--- src/rtl/core_lsu_pkg.sv ---
// Shared encodings for the load/store control unit: FUNCT3 sizes, FSM states, size masks.
package core_lsu_pkg;

  localparam logic [2:0] F3_B  = 3'b000;
  localparam logic [2:0] F3_H  = 3'b001;
  localparam logic [2:0] F3_W  = 3'b010;
  localparam logic [2:0] F3_D  = 3'b011;
  localparam logic [2:0] F3_BU = 3'b100;
  localparam logic [2:0] F3_HU = 3'b101;
  localparam logic [2:0] F3_WU = 3'b110;

  localparam logic [1:0] ST_IDLE = 2'd0;
  localparam logic [1:0] ST_REQ  = 2'd1;
  localparam logic [1:0] ST_RESP = 2'd2;

  // Byte-lane mask for log2(access bytes); callers truncate to their strobe width.
  function automatic logic [7:0] size_mask(input logic [1:0] size);
    case (size)
      2'd0:    size_mask = 8'h01;
      2'd1:    size_mask = 8'h03;
      2'd2:    size_mask = 8'h0F;
      default: size_mask = 8'hFF;
    endcase
  endfunction

endpackage

--- src/rtl/core_lsu_align.sv ---
// Combinational address/alignment stage: aligned address, byte strobes, lane-shifted
// store data and the illegal/misaligned flag.
module core_lsu_align
  import core_lsu_pkg::*;
#(
  parameter int XLEN = 32,
  localparam int SB_W = XLEN / 8,
  localparam int OFFW = $clog2(SB_W)
) (
  input  logic [XLEN-1:0] ea,
  input  logic [2:0]      funct3,
  input  logic            is_store,
  input  logic [XLEN-1:0] wdata,
  output logic [XLEN-1:0] addr,
  output logic [SB_W-1:0] strb,
  output logic [XLEN-1:0] wdata_sh,
  output logic            bad
);

  logic [OFFW-1:0] off;
  logic [1:0]      size;
  logic [7:0]      mask8;
  logic            illegal;
  logic            misalign;

  assign off      = ea[OFFW-1:0];
  assign size     = funct3[1:0];
  assign mask8    = size_mask(size);
  assign addr     = {ea[XLEN-1:OFFW], {OFFW{1'b0}}};
  assign wdata_sh = wdata << {off, 3'b000};

  always_comb begin
    illegal  = 1'b0;
    misalign = 1'b0;
    if (funct3 == 3'b111) illegal = 1'b1;
    if (is_store && funct3[2]) illegal = 1'b1;
    if ((XLEN == 32) && ((funct3 == F3_D) || (funct3 == F3_WU))) illegal = 1'b1;
    case (size)
      2'd1:    misalign = ea[0];
      2'd2:    misalign = |ea[1:0];
      2'd3:    misalign = |ea[2:0];
      default: misalign = 1'b0;
    endcase
    bad  = illegal | misalign;
    strb = mask8[SB_W-1:0] << off;
  end

endmodule

--- src/rtl/core_lsu_ctrl.sv ---
// Load/store control FSM with single-outstanding REQ/ACK and load extraction.
// Optional REQ watchdog and EXC_BUSERR port when CORE_LSU_TIMEOUT_EN is defined.
//
// state   | meaning
// IDLE    | accepting ISSUE; illegal/misaligned accesses fault here
// REQ     | DMEM_REQ high, request fields frozen until DMEM_ACK
// RESP    | one-cycle LOAD_VALID or STORE_DONE pulse
module core_lsu_ctrl
  import core_lsu_pkg::*;
#(
  parameter int XLEN = 32,
  parameter int TIMEOUT_CYCLES = 255,
  localparam int SB_W = XLEN / 8
) (
  input  logic            CLK,
  input  logic            NRST,
  input  logic            ISSUE,
  input  logic            ISLOAD,
  input  logic            ISSTORE,
  input  logic [2:0]      FUNCT3,
  input  logic [XLEN-1:0] BASE,
  input  logic [XLEN-1:0] IMM,
  input  logic [XLEN-1:0] WDATA,
  output logic            BUSY,
  output logic            DMEM_REQ,
  output logic            DMEM_WE,
  output logic [XLEN-1:0] DMEM_ADDR,
  output logic [SB_W-1:0] DMEM_STRB,
  output logic [XLEN-1:0] DMEM_WDATA,
  input  logic            DMEM_ACK,
  input  logic [XLEN-1:0] DMEM_RDATA,
  output logic [XLEN-1:0] LOAD_DATA,
  output logic            LOAD_VALID,
  output logic            STORE_DONE,
  output logic            EXC_MISALIGN,
`ifdef CORE_LSU_TIMEOUT_EN
  output logic            EXC_BUSERR,
`endif
  output logic [XLEN-1:0] EXC_ADDR
);

  localparam int OFFW = $clog2(SB_W);

  logic [1:0]      state;
  logic [XLEN-1:0] ea;
  logic            is_st;
  logic            go;
  logic [XLEN-1:0] a_addr;
  logic [SB_W-1:0] a_strb;
  logic [XLEN-1:0] a_wdata;
  logic            a_bad;
  logic            we_q;
  logic [OFFW-1:0] off_q;
  logic [2:0]      f3_q;
  logic [XLEN-1:0] rsh;
  logic [XLEN-1:0] ext;

`ifdef CORE_LSU_TIMEOUT_EN
  localparam int TW = (TIMEOUT_CYCLES > 255) ? 16 : 8;
  logic [TW-1:0]   cnt;
  logic [XLEN-1:0] ea_q;
`endif

  assign ea    = BASE + IMM;
  assign is_st = ISSTORE & ~ISLOAD;
  assign go    = ISSUE & (ISLOAD | ISSTORE);

  core_lsu_align #(.XLEN(XLEN)) u_align (
    .ea       (ea),
    .funct3   (FUNCT3),
    .is_store (is_st),
    .wdata    (WDATA),
    .addr     (a_addr),
    .strb     (a_strb),
    .wdata_sh (a_wdata),
    .bad      (a_bad)
  );

  // Load data is extracted straight off the bus on the ACK edge.
  assign rsh = DMEM_RDATA >> {off_q, 3'b000};

  always_comb begin
    ext = rsh;
    case (f3_q)
      F3_B:    ext = XLEN'($signed(rsh[7:0]));
      F3_H:    ext = XLEN'($signed(rsh[15:0]));
      F3_W:    ext = XLEN'($signed(rsh[31:0]));
      F3_BU:   ext = XLEN'(rsh[7:0]);
      F3_HU:   ext = XLEN'(rsh[15:0]);
      F3_WU:   ext = XLEN'(rsh[31:0]);
      default: ext = rsh;
    endcase
  end

  always_ff @(posedge CLK or negedge NRST) begin
    if (!NRST) begin
      state        <= ST_IDLE;
      DMEM_ADDR    <= '0;
      DMEM_STRB    <= '0;
      DMEM_WDATA   <= '0;
      we_q         <= 1'b0;
      off_q        <= '0;
      f3_q         <= '0;
      LOAD_DATA    <= '0;
      EXC_MISALIGN <= 1'b0;
      EXC_ADDR     <= '0;
`ifdef CORE_LSU_TIMEOUT_EN
      EXC_BUSERR   <= 1'b0;
      cnt          <= '0;
      ea_q         <= '0;
`endif
    end else begin
      EXC_MISALIGN <= 1'b0;
`ifdef CORE_LSU_TIMEOUT_EN
      EXC_BUSERR   <= 1'b0;
`endif
      case (state)
        ST_IDLE: begin
          if (go) begin
            if (a_bad) begin
              EXC_MISALIGN <= 1'b1;
              EXC_ADDR     <= ea;
            end else begin
              DMEM_ADDR  <= a_addr;
              DMEM_STRB  <= a_strb;
              DMEM_WDATA <= a_wdata;
              we_q       <= is_st;
              off_q      <= ea[OFFW-1:0];
              f3_q       <= FUNCT3;
`ifdef CORE_LSU_TIMEOUT_EN
              ea_q       <= ea;
              cnt        <= TW'(TIMEOUT_CYCLES - 1);
`endif
              state      <= ST_REQ;
            end
          end
        end
        ST_REQ: begin
          if (DMEM_ACK) begin
            if (!we_q) LOAD_DATA <= ext;
            state <= ST_RESP;
          end
`ifdef CORE_LSU_TIMEOUT_EN
          else if (cnt == '0) begin
            EXC_BUSERR <= 1'b1;
            EXC_ADDR   <= ea_q;
            state      <= ST_IDLE;
          end else begin
            cnt <= cnt - 1'b1;
          end
`endif
        end
        ST_RESP: state <= ST_IDLE;
        default: state <= ST_IDLE;
      endcase
    end
  end

  assign BUSY       = (state != ST_IDLE);
  assign DMEM_REQ   = (state == ST_REQ);
  assign DMEM_WE    = we_q;
  assign LOAD_VALID = (state == ST_RESP) & ~we_q;
  assign STORE_DONE = (state == ST_RESP) & we_q;

endmodule
--- config.mk ---
export PLATFORM = sky130hd
export DESIGN_NAME = core_lsu_ctrl
export DESIGN_NICKNAME = d
export VERILOG_FILES = /design/src/rtl/core_lsu_pkg.sv /design/src/rtl/core_lsu_align.sv /design/src/rtl/core_lsu_ctrl.sv
export SDC_FILE = /design/constraint.sdc
export NUM_CORES = 1
export LEC_CHECK = 0
export BUFFER_PORTS_ARGS = -buffer_cell sky130_fd_sc_hd__buf_2
export CAP_MARGIN = 15
export CORE_ASPECT_RATIO = 1.2
export CORE_MARGIN = 2
export CORE_UTILIZATION = 45
export DETAILED_ROUTE_END_ITERATION = 8
export MAX_ROUTING_LAYER = met4
export PLACE_DENSITY_LB_ADDON = 0.08
export SYNTH_ARGS = -nofsm -noshare
export SYNTH_HDL_FRONTEND = slang
export SYNTH_HIERARCHICAL = 1
export SYNTH_SLANG_ARGS = --single-unit
export TNS_END_PERCENT = 100
--- constraint.sdc ---
create_clock -name CLK -period 2.65 [get_ports CLK]
set_input_delay 0.3975 -clock CLK [delete_from_list [all_inputs] [get_ports CLK]]
set_output_delay 0.3975 -clock CLK [all_outputs]
set_load 0.05 [all_outputs]
After elaboration in Yosys (flattened, before gate mapping)
Cells that the tools add are included.
{"block": "word_totals", "register_bits": 139, "latch_bits": 0, "ram_bits": 0, "rom_bits": 0, "output_inout_bits": 138, "word_cells": 62, "mem_count": 0}
{"block": "classes", "n_addsub": 1, "multipliers": 0, "n_div": 0, "magnitude_cmp": 0, "n_eq_ne": 14, "n_shift": 3, "mux": 13, "n_bitwise": 9, "n_reduce_logical": 12}
{"op": "one-hot mux 32 bit (4 select lines)", "count": 1}
{"op": "adder 32 bit", "count": 1}
{"op": "left shift 32 x 5 -> 32 bit", "count": 1}
{"op": ">> shifter 32 x 5 -> 32 bit", "count": 1}
{"op": "equality test 3 bit, second input constant", "count": 4}
{"op": "one-hot mux 4 bit (3 select lines)", "count": 1}
{"op": "AND reduction 3 bit", "count": 4}
{"op": "equality test 2 bit, second input constant", "count": 3}
{"op": "two-way mux 1 bit", "count": 6}
{"op": "two-way mux 2 bit", "count": 3}
{"op": "AND 1 bit", "count": 4}
{"op": "equality test 2 x 1 -> 1 bit, second input constant", "count": 2}
{"op": "logical NOT 2 bit", "count": 2}
{"op": "!= test 2 bit, second input constant", "count": 2}
{"op": "one-hot mux 2 bit (2 select lines)", "count": 1}
{"op": "left shift 4 x 2 -> 4 bit", "count": 1}
{"op": "equality test 3 x 1 -> 1 bit, second input constant", "count": 1}
{"op": "equality test 3 x 2 -> 1 bit, second input constant", "count": 1}
{"op": "logical NOT 3 bit", "count": 1}
{"op": "NOT 1 bit", "count": 3}
{"op": "one-hot mux 1 bit (3 select lines)", "count": 1}
{"op": "OR reduction 3 bit", "count": 1}
{"op": "!= test 2 x 1 -> 1 bit, second input constant", "count": 1}
{"op": "bitwise OR 1 bit", "count": 2}
{"op": "other kinds (4)", "count": 4}

Logic depth before layout (Yosys ltp)
Gate-level depths: netlist of the first run.
{"block": "depth", "word_depth": 9, "depth_mapped": 12}

Modules after synthesis
The synthesis of the first run kept the hierarchy.
{"module": "core_lsu_ctrl", "n_inst": 1, "cells_each": 705, "area_per_inst_um2": 7484.7, "seq_area_each_um2": 3528.4}
{"module": "core_lsu_align", "n_inst": 1, "cells_each": 107, "area_per_inst_um2": 823.3, "seq_area_each_um2": 0.0}

Worst setup path after synthesis of the first run
OpenSTA, ideal clock, no wires.
{"block": "synth_timing", "path_kind": "in2reg", "startpoint": "input BASE[0]", "endpoint": "register f3_q[0]", "setup_time_ns": 0.125, "arrival_ns": 2.753, "setup_slack_ns": -0.228, "stages": 9, "n_path_buf": 3, "cell_sequence": "ha_1 > fa_1 > buf_4 > nor4_1 > a21oi_1 > nor2_1 > clkbuf_1 > clkbuf_1 > mux2_2"}
{"block": "synth_between", "elab_chain_cells": 6}
{"item": "start: declaration", "line": "core_lsu_ctrl.sv:21", "source": "input logic [XLEN-1:0] BASE,"}
{"item": "adder 32 bit (*)", "line": "core_lsu_ctrl.sv:64", "source": "assign ea = BASE + IMM;"}
{"item": "named net ea[1]", "line": "core_lsu_ctrl.sv:45", "source": "logic [XLEN-1:0] ea;"}
{"item": "OR reduction 3 bit or OR reduction 2 bit (tied branches)", "line": "core_lsu_align.sv:41, core_lsu_align.sv:40"}
{"item": "one-hot mux 1 bit (3 select lines) (*)", "line": "core_lsu_align.sv:38", "source": "case (size)"}
{"item": "bitwise OR 1 bit (*)", "line": "core_lsu_align.sv:44", "source": "bad = illegal | misalign;"}
{"item": "named net a_bad", "line": "core_lsu_ctrl.sv:51", "source": "logic a_bad;"}
{"item": "NOT 1 bit (no source line) (*)"}
{"item": "AND reduction 3 bit (no source line) (*)"}
{"item": "end signal: assignment", "line": "core_lsu_ctrl.sv:103", "source": "f3_q <= '0;"}
{"item": "end signal: assignment", "line": "core_lsu_ctrl.sv:129", "source": "f3_q <= FUNCT3;"}
{"item": "end: declaration", "line": "core_lsu_ctrl.sv:54", "source": "logic [2:0] f3_q;"}
The timed path passes the listed nets; every way through them passes the cells marked *.
A chain may end at the register's enable or synchronous reset.

Worst setup path after layout of the first run
{"block": "layout_timing", "startpoint": "input BASE[0]", "endpoint": "register EXC_ADDR[26]"}
{"item": "adder 32 bit", "line": "core_lsu_ctrl.sv:64"}
{"item": "named net ea[26]", "line": "core_lsu_ctrl.sv:45"}
{"item": "end signal: assignment", "line": "core_lsu_ctrl.sv:106", "source": "EXC_ADDR <= '0;"}
{"item": "end signal: assignment", "line": "core_lsu_ctrl.sv:122", "source": "EXC_ADDR <= ea;"}
{"item": "end: declaration", "line": "core_lsu_ctrl.sv:39", "source": "output logic [XLEN-1:0] EXC_ADDR"}
The timed path passes the listed nets, and every way through them passes these cells.

==> impl_metrics.csv, run 1 <==
group,metric,value,unit
drt,drc_errors,0,
drt,wl_per_cell,16.9,microns
synth,synth_mux_area_share,19.0,%
clock_network,clk_pin_slew,60,ps
synth,synth_adder_area_share,4.91,%
global_route,grt_pass1_vias,7010,
drt,num_vias,7079,
place,preCtsSetupSlack,-177,ps
cells_and_area,area_delta_synth_final,30.3,%
synth,synth-compound-area-share,13.3,%
power,total_power,13.1,mW
cells_and_area,fin_area,10800,sq um
floorplanning,die_height,153,microns
floorplanning,die-width,128,microns
cells_and_area,final_cell_mix,"273 x buf_2, 141 x dfrtp_1, 96 x mux2_2",
cells_and_area,drive_gt1_share,44.0,%
clock_network,cts_buffers,17,
global_route,grtUsageTotal,24.0,%
min_path,holdPathStages,2,
timing,finalCritPeriodShare,90.2,%
worst_setup_path,critPathMaxStageDelay,350,ps
worst_setup_path,rr_endpoint,"DMEM_WDATA[24]$_DFFE_PN0P_",
drt,dr.pass1.iters,4,
global_route,grt_pass1_wl,36200,microns
place,place_area,10200,sq um
clock_network,cts-root-buf,"clkbuf_16",
synth,synthXorXnorAreaFrac,3.06,%
place,dp_hpwl,17600,microns
synth,synth_top_area_cell,"dfrtp_1",
clock_network,cts.sinks,141,
drt,wirelength,22800,microns
synth,netlist-cell-type-count,59,
clock_network,cts_setup_buffers,0,
timing,tns,0,ps
synth,synth_top_area_share,42.5,%
timing,setup_viol,0,
drt,postRouteAntennaNets,0,
timing,slew_headroom,47.7,%
clock_network,clock_tree.buffer_depth,2,
floorplanning,rows,54,
synth,synth_area,8310,sq um
timing,fin_skew,8.20,ps
floorplanning,start_util,45.9,%
global_route,grt_max_degree,59,
synth,yosysSeqAreaShare,42.5,%
power,peakVddDrop,0.540,mV
worst_setup_path,end_kind,"register",
place,io_buffers,274,
timing,hold_ws,222,ps
synth,synth-simple-area-share,11.6,%
worst_setup_path,reg2reg_slack,760,ps
place,routabilityCongestion,0.904,
timing,min_period,2390,ps
synth,synth_area_leaders,"dfrtp_1 42%, mux2_2 13%, mux2i_1 6.0%",
synth,avgSynthCellArea,10.2,sq um
timing,max_freq,418,MHz
floorplanning,io_pins,275,
run_status,status,"complete, no violations",
power,powerDensity,1210,nW/um^2
drt,drt-initial-drc-count,317,
worst_setup_path,rr_startpoint,"state[1]$_DFFE_PN0P_",
timing,finalHoldViolations,0,
synth,ys_dominant_reg_cell,"dfrtp_1",
synth,synthArstFlopShare,100,%
worst_setup_path,cp_data_arrival_time,2690,ps
worst_setup_path,critPathLaunchType,"input port",
drt,via_per_inst,5.26,
cells_and_area,final_common_cell,"buf_2",
floorplanning,die_area,19600,sq um
global_route,antenna_found_initial,1,
synth,ys_warn_count,6,
worst_setup_path,slowest_stage,"fa_2",
clock_network,cts_max_level,4,
synth,synth_edf_count,0,
cells_and_area,nets,1277,
min_path,holdCritPathClass,"input port to register",
global_route,grt-ovfl-total,0,
min_path,hold_start,"DMEM_ACK",
worst_setup_path,cp_data_required_time,2950,ps
timing,rsz0062_at_grt,"no",
worst_setup_path,rr_worst_depth,5,
synth,synth_top_family_by_area,"multiplexers",
worst_setup_path,critPathBufInv,1,
min_path,holdPathEnd,"state[1]$_DFFE_PN0P_",
synth,synth-seq-cells,141,
worst_setup_path,critPathKind,"input port to register",
worst_setup_path,cp_max_fo,4,
clock_network,cts_tree,"yes",
worst_setup_path,crit_family,"compound AO/OA/AOI/OAI gates",
timing,tightest_slew,782,ps
power,p_leak,5.44,nW
floorplanning,core,18100,sq um
clock_network,clk_latency,420,ps
run,maxCapViolations,0,
worst_setup_path,crit_chain,"buf_2 > ha_1 > fa_2 > a21o_1 > nand4_1 > nand3_1 > a21boi_0 > a21bo_1 > o21ai_0 > xor2_1 > mux2_2",
synth,syn_inst,812,
timing,slew_viol_final,0,
timing,postLayoutSetupSlackWorst,259,ps
-- registers in the layout (all words and copies together), names as in the netlist --
register / count
LOAD_DATA: 32
off_q: 2
DMEM_WE: 1
f3_q: 3
DMEM_WDATA: 32
EXC_MISALIGN: 1
EXC_ADDR: 32
DMEM_STRB: 4
state: 2
DMEM_ADDR: 32
-- through the flow --
| stage | util (%) | std cells |
|---|---|---|
| floorplan | - | 813 |
| global placement | 56.3 | 1312 |
| detailed placement | 56.3 | 1312 |
| CTS | 59.8 | 1345 |
| global route | 59.8 | 1346 |
| finish | 59.8 | 1346 |
-- cells by family after synthesis --
kind of cell / count (synthesis)
compound gates: 166
xor+xnor: 29
fa+ha+maj: 32
buf+inv: 82
flops: 141
mux: 146
other cells: 1
simple gates: 215
-- final cells by class --
class / count / area [sq um]
flip-flops and latches: 141 / 3530
multi-input cells: 590 / 4350
clock buffers: 18 / 429
diodes: 1 / 2.50
inverters: 8 / 30.0
clock inverters: 14 / 194
repair buffers: 350 / 2010
fillers: 1663 / 7280
well taps: 224 / 280
-- how the worst max path moves through the flow --
stage	to	start	cells past startpoint
6_report	EXC_ADDR[26]$_DFFE_PN0P_	BASE[0]	11
2_1_floorplan	DMEM_ADDR[25]$_DFFE_PN0P_	BASE[3]	11
3_5_place_dp	EXC_ADDR[26]$_DFFE_PN0P_	BASE[0]	11
4_1_cts	EXC_ADDR[26]$_DFFE_PN0P_	BASE[0]	11
5_1_grt	EXC_ADDR[26]$_DFFE_PN0P_	BASE[0]	11
3_3_place_gp	EXC_ADDR[26]$_DFFE_PN0P_	BASE[0]	11
-- report_power, final --
group | leakage [nW] | internal [mW] | switching (mW)
Combinational | 3.44 | 1.96 | 4.99
Sequential | 1.70 | 3.10 | 0.530
Clock | 0.300 | 1.58 | 0.958
Total | 5.44 | 6.64 | 6.47
-- what timing repair did --
action                                 4_1_cts  5_1_grt
endpoints found under the hold margin       55        0
hold buffers                                 1        0
resized for setup                            0        0
-- synth_stat cells (3+ instances only) --
library cell    n
a21oi_1        58
xnor2_1        19
nor2_1         62
nor2b_1        14
buf_4          37
o21bai_1        6
mux2i_1        50
o211ai_1        4
ha_1           31
a211oi_1       10
nor3_1          7
o2bb2ai_1       8
nand2_1        87
nand2b_1        4
a21o_1         18
clkbuf_1       24
buf_1           5
nand3_1         8
and3_1          5
and2_1         11
dfrtp_1       141
nand4_1         7
o22a_1          9
inv_1           8
mux2_2         96
o21ai_0        26
o21ai_1         3
buf_2           7
a31oi_1         3
xor2_1         10
-- layer usage --
metal | part of all wire [%] | track usage, % | vias to the layer above | routed length (microns)
li1 | - | - | 3432 | -
met1 | 43 | 29.2 | 3383 | 9780
met2 | 50 | 40.4 | 225 | 11400
met3 | 4.2 | 3.19 | 39 | 951
met4 | 2.8 | 9.42 | 0 | 637
met5 | 0 | - | - | 0
Note: power is estimated with default switching activity, not from simulation.
==> run 2, diff against run 1 <==
--- a/config.mk
+++ b/config.mk
@@ -5,6 +5,7 @@
 export SDC_FILE = /design/constraint.sdc
 export NUM_CORES = 1
 export LEC_CHECK = 0
+export ABC_AREA = 1
 export BUFFER_PORTS_ARGS = -buffer_cell sky130_fd_sc_hd__buf_2
 export CAP_MARGIN = 15
 export CORE_ASPECT_RATIO = 1.2
==> impl_metrics.csv, run 2 <==
group,metric,value,unit
place,dp_hpwl,21400,microns
synth,synth_top_area_share,37.3,%
worst_setup_path,crit_family,"flip-flops",
synth,synth-simple-area-share,37.0,%
synth,synthArstFlopShare,100,%
worst_setup_path,cp_data_required_time,2960,ps
synth,ys_dominant_reg_cell,"dfrtp_1",
synth,avgSynthCellArea,6.57,sq um
drt,drt-initial-drc-count,538,
timing,min_period,2100,ps
clock_network,clk_pin_slew,70,ps
cells_and_area,drive_gt1_share,21.2,%
worst_setup_path,slowest_stage,"dfrtp_1",
worst_setup_path,crit_chain,"inv_2 > nand2_2 > o21ai_2 > o21ai_2 > nor2_4 > nand2_4 > nand2_4 > inv_4 > nand2_1 > o21ai_0 > inv_1",
synth,synthXorXnorAreaFrac,1.48,%
clock_network,cts_max_level,4,
clock_network,cts.repair.resized,0,
synth,synth_adder_area_share,4.32,%
clock_network,cts.sinks,141,
drt,wl_per_cell,14.0,microns
floorplanning,rows,58,
worst_setup_path,critPathBufInv,3,
drt,num_vias,9413,
floorplanning,start_util,45.5,%
clock_network,clk_latency,420,ps
drt,dr.pass1.iters,5,
worst_setup_path,critPathKind,"register to register",
floorplanning,core,20800,sq um
synth,syn_inst,1439,
cells_and_area,final_cell_mix,"672 x nand2_1, 273 x buf_2, 190 x inv_1",
timing,fin_skew,12.4,ps
synth,synth.most_common_cell,"nand2_1",
global_route,grt-ovfl-total,0,
synth,ys_warn_count,6,
synth,synth_top_area_cell,"dfrtp_1",
power,p_leak,7.01,nW
place,place_inst,1924,
place,routabilityCongestion,0.956,
timing,setup_viol,0,
min_path,holdCritPathClass,"input port to register",
synth,synth_top_family_by_area,"simple AND/OR/NAND/NOR gates",
cells_and_area,final_common_cell,"nand2_1",
clock_network,cts_tree,"yes",
synth,yosysSeqAreaShare,37.3,%
synth,synth-compound-area-share,6.55,%
worst_setup_path,critPathLaunchType,"register",
timing,postLayoutSetupSlackWorst,555,ps
clock_network,cts-root-buf,"clkbuf_16",
run_status,status,"complete, no violations",
power,peakVddDrop,0.760,mV
global_route,grtUsageTotal,25.4,%
worst_setup_path,critPathMaxStageDelay,640,ps
timing,slew_viol_final,0,
drt,drc_errors,0,
timing,max_freq,477,MHz
timing,tightest_slew,653,ps
drt,via_per_inst,4.81,
cells_and_area,filler_cell_count,2182,
floorplanning,die_area,22200,sq um
run,maxCapViolations,0,
cells_and_area,nets,1843,
place,preCtsSetupSlack,174,ps
cells_and_area,register_area,3530,sq um
place,io_buffers,274,
cells_and_area,area_delta_synth_final,21.3,%
drt,wirelength,27300,microns
synth,synth-seq-cells,141,
power,powerDensity,1050,nW/um^2
clock_network,cts_buffers,17,
timing,slew_headroom,56.5,%
worst_setup_path,cp_data_arrival_time,2400,ps
worst_setup_path,cp_max_fo,19,
synth,synth_area,9450,sq um
timing,tns,0,ps
cells_and_area,multi_input_area,4670,sq um
timing,rsz0062_at_grt,"no",
worst_setup_path,end_kind,"register",
clock_network,clock_tree.buffer_depth,2,
synth,synth_area_leaders,"dfrtp_1 37%, nand2_1 27%, inv_1 7.5%",
timing,finalHoldViolations,0,
global_route,grt_max_degree,65,
synth,netlist-cell-type-count,37,
drt,postRouteAntennaNets,0,
synth,synth_edf_count,0,
cells_and_area,layout.cells.non_filler,1957,
floorplanning,io_pins,275,
timing,finalCritPeriodShare,79.1,%
floorplanning,die-width,136,microns
global_route,grt_pass1_wl,43300,microns
synth,synthTopCellsByCount,"672 x nand2_1, 190 x inv_1, 141 x dfrtp_1, 68 x nor2_1, 67 x nand3_1",
global_route,antenna_found_initial,0,
power,total_power,12.0,mW
synth,synth_mux_area_share,0,%
cells_and_area,n_antenna_cell,0,
floorplanning,die_height,163,microns
global_route,grt_pass1_vias,8871,
-- run 2: cell count changes after synthesis, sizes merged, moves of 25 or more --
cell   before  now
nand2      87  685
inv         8  198
mux2       96    0
nand3       8   67
mux2i      50    0
buf        50   75
o21ai      29   54
-- run 2: logic make-up after synthesis --
kind of cell	count (synthesis)
buf+inv	277
simple gates	862
compound gates	110
other cells	1
xor+xnor	16
fa+ha+maj	32
flops	141
-- run 2: per-stage QoR --
stage                     area (sq um)  hold WS (ps)  util (%)
after floorplan                   9460           102         -
after global placement           10900           444      52.3
after detailed placement         10900           445      52.3
after CTS                        11500           215      55.3
after global routing             11500           252      55.3
final                            11500           233      55.3
-- run 2: layout make-up --
class	count	area share, %
timing repair buffer	294	13.8
inverter	198	6.50
clock buffer	20	3.89
tap	270	2.95
multi-input combinational	1022	40.7
sequential	141	30.8
clock inverter	12	1.40
-- run 2: repair_timing --
item / 4_1_cts / 5_1_grt
hold endpoints to repair: 5 / 0
hold buffers: 1 / 0
setup buffers: 0 / 0
-- run 2: final timing paths --
kind	start	endpoint	slack, ps	cells past startpoint
worst min register to register	DMEM_ADDR[13]$_DFFE_PN0P_	DMEM_ADDR[13]$_DFFE_PN0P_	470	2
worst max register to register	off_q[0]$_DFFE_PN0P_	LOAD_DATA[16]$_DFFE_PN0P_	550	11
min in group asynchronous	NRST	LOAD_DATA[0]$_DFFE_PN0P_	540	2
worst min-delay path	FUNCT3[0]	f3_q[0]$_DFFE_PN0P_	230	3
worst max-delay path	off_q[0]$_DFFE_PN0P_	LOAD_DATA[16]$_DFFE_PN0P_	550	11
max in group asynchronous	NRST	DMEM_WDATA[7]$_DFFE_PN0P_	1320	3
-- run 2: worst reg2reg max path, cell delays in order (launching register included) --
cell and delay [ps]:
dfrtp_1 640, inv_2 280, nand2_2 130, o21ai_2 70, o21ai_2 190, nor2_4 60
nand2_4 120, nand2_4 70, inv_4 190, nand2_1 100, o21ai_0 80, inv_1 60
-- run 2: per-layer routing --
metal / routed length [microns] / GRT usage (%) / part of all wire (%) / vias to the layer above
met4: 819 / 10.5 / 3.0 / 0
met2: 13300 / 42.5 / 49 / 272
met1: 12000 / 31.4 / 44 / 4267
met3: 1170 / 2.52 / 4.3 / 62
met5: 0 / - / 0 / -
li1: - / - / - / 4812
-- run 2: where the power goes --
group	switching (mW)	total, mW	internal, mW
clock	0.965	2.48	1.52
combinational	4.68	6.08	1.40
sequential	0.521	3.47	2.95
==> run 3, diff against run 2 <==
--- a/config.mk
+++ b/config.mk
@@ -5,7 +5,7 @@
 export SDC_FILE = /design/constraint.sdc
 export NUM_CORES = 1
 export LEC_CHECK = 0
-export ABC_AREA = 1
+export ABC_AREA = 0
 export BUFFER_PORTS_ARGS = -buffer_cell sky130_fd_sc_hd__buf_2
 export CAP_MARGIN = 15
 export CORE_ASPECT_RATIO = 1.2
==> constraint.sdc (replaced) <==
create_clock -name CLK -period 2.1 [get_ports CLK]
set_input_delay 0.315 -clock CLK [delete_from_list [all_inputs] [get_ports CLK]]
set_output_delay 0.315 -clock CLK [all_outputs]
set_load 0.05 [all_outputs]
==> impl_metrics.csv, run 3 (synthesis results as in run 1) <==
group,metric,value,unit
drt,drc_errors,0,
place,io_buffers,274,
place,place_inst,1367,
run,maxCapViolations,0,
run_status,violations,"setup timing",
timing,setup_viol,1,
cells_and_area,drive_gt1_share,51.0,%
drt,via_per_inst,5.19,
global_route,grt_pass1_wl,38200,microns
clock_network,cts_max_level,4,
cells_and_area,area_delta_synth_final,45.4,%
timing,slew_headroom,50.3,%
drt,wl_per_cell,17.2,microns
drt,dr.pass1.iters,4,
worst_setup_path,cp_max_fo,5,
timing,max_freq,469,MHz
timing,slew_viol_final,0,
worst_setup_path,cp_data_arrival_time,2440,ps
clock_network,clk_pin_slew,70,ps
global_route,grt_pass1_vias,7295,
global_route,grt-ovfl-total,0,
place,routabilityCongestion,0.974,
timing,tns,-31.6,ps
cells_and_area,final_cell_mix,"266 x buf_2, 142 x buf_4, 141 x dfrtp_1",
floorplanning,start_util,45.9,%
timing,postLayoutSetupSlackWorst,-31.6,ps
floorplanning,core,18100,sq um
clock_network,cts_tree,"yes",
floorplanning,die-width,128,microns
drt,postRouteAntennaNets,0,
cells_and_area,n_antenna_cell,0,
min_path,holdCritPathClass,"input port to register",
clock_network,cts-root-buf,"clkbuf_16",
global_route,grt_max_degree,51,
cells_and_area,final_common_cell,"buf_2",
clock_network,clock_tree.buffer_depth,2,
worst_setup_path,reg2reg_slack,280,ps
clock_network,clk_latency,420,ps
global_route,antenna_found_initial,0,
floorplanning,rows,54,
cells_and_area,nets,1353,
timing,rsz0062_at_grt,"yes",
timing,finalCritPeriodShare,102,%
place,dp_hpwl,18400,microns
floorplanning,die_height,153,microns
power,p_leak,6.09,nW
worst_setup_path,critPathLaunchType,"input port",
drt,drt-initial-drc-count,312,
timing,min_period,2130,ps
timing,fin_skew,7.96,ps
timing,tightest_slew,745,ps
clock_network,cts_buffers,17,
global_route,grtUsageTotal,25.5,%
timing,finalHoldViolations,0,
cells_and_area,layout.cells.non_filler,1421,
cells_and_area,fin_util,66.7,%
clock_network,cts.sinks,141,
drt,num_vias,7374,
drt,wirelength,24500,microns
power,total_power,17.4,mW
power,peakVddDrop,0.717,mV
worst_setup_path,critPathKind,"input port to register",
timing,hold_ws,160,ps
power,powerDensity,1440,nW/um^2
floorplanning,io_pins,275,
worst_setup_path,end_kind,"register",
run_status,status,"finished, violations left",
worst_setup_path,cp_data_required_time,2410,ps
floorplanning,die_area,19600,sq um
-- run 3: cell types whose count changed in the layout (fill, tap and decap cells not counted), moves of 16 or more --
cell / before / now
mux2i_1: 0 / 50
nand2_1: 672 / 85
mux2_2: 0 / 28
a21oi_1: 36 / 54
xnor2_1: 2 / 18
buf_4: 15 / 142
inv_1: 190 / 7
nand3_1: 67 / 6
mux2_4: 0 / 68
a21o_1: 1 / 18
-- run 3: stage by stage --
step / setup WS [ps] / cell area, sq um
4_1_cts: -5.35 / 11800
2_1_floorplan: -334 / 8910
5_1_grt: -81.8 / 12100
3_5_place_dp: -502 / 11000
3_3_place_gp: -463 / 11000
6_report: -31.6 / 12100
-- run 3: worst max-delay path: stages --
cell,delay [ps]
buf_4,120
ha_4,250
a21o_1,140
nand4_1,130
a21boi_2,260
buf_4,160
a31oi_1,200
o41a_1,440
xnor2_1,150
mux2_2,270
-- run 3: path summary, 6_finish.rpt --
check                                              from                         to  depth (start not counted)
worst max-delay path                            BASE[1]  DMEM_ADDR[19]$_DFFE_PN0P_                         10
min in group asynchronous                          NRST  LOAD_DATA[22]$_DFFE_PN0P_                          2
worst max register to register     state[0]$_DFFE_PN0P_  LOAD_DATA[11]$_DFFE_PN0P_                          7
worst min register to register  EXC_ADDR[1]$_DFFE_PN0P_    EXC_ADDR[1]$_DFFE_PN0P_                          2
worst min-delay path                           DMEM_ACK       state[1]$_DFFE_PN0P_                          2
max in group asynchronous                          NRST   DMEM_ADDR[6]$_DFFE_PN0P_                          3
-- run 3: per-layer routing --
| metal | vias to the layer above | GRT usage, % | share of wire, % |
|---|---|---|---|
| met1 | 3520 | 31.7 | 43 |
| met3 | 44 | 3.57 | 3.8 |
| li1 | 3582 | - | - |
| met2 | 228 | 42.1 | 50 |
| met5 | - | - | 0 |
| met4 | 0 | 9.99 | 2.8 |
-- run 3: report_power, final --
part           total [mW]  internal (mW)  switching, mW  leakage (nW)
Sequential           4.63           3.91          0.721          1.70
Combinational        9.51           3.05           6.47          4.08
Clock                3.28           2.04           1.24         0.309
Total                17.4           9.00           8.43          6.09
-- run 3: repair_timing --
item,CTS,global route
buffers inserted,19,3
pin swaps,2,18
hold buffers,1,0
hold endpoints to repair,47,0
gates resized for setup,7,42
cloned,0,0
setup endpoints to repair,6,34
-- run 3: area by class of cell --
| class | instances | area [sq um] |
|---|---|---|
| Tap cell | 224 | 280 |
| Fill cell | 1495 | 6030 |
| Multi-Input combinational cell | 590 | 4930 |
| Timing Repair Buffer | 426 | 2670 |
| Clock inverter | 14 | 205 |
| Sequential cell | 141 | 3530 |
| Inverter | 8 | 30.0 |
| Clock buffer | 18 | 439 |
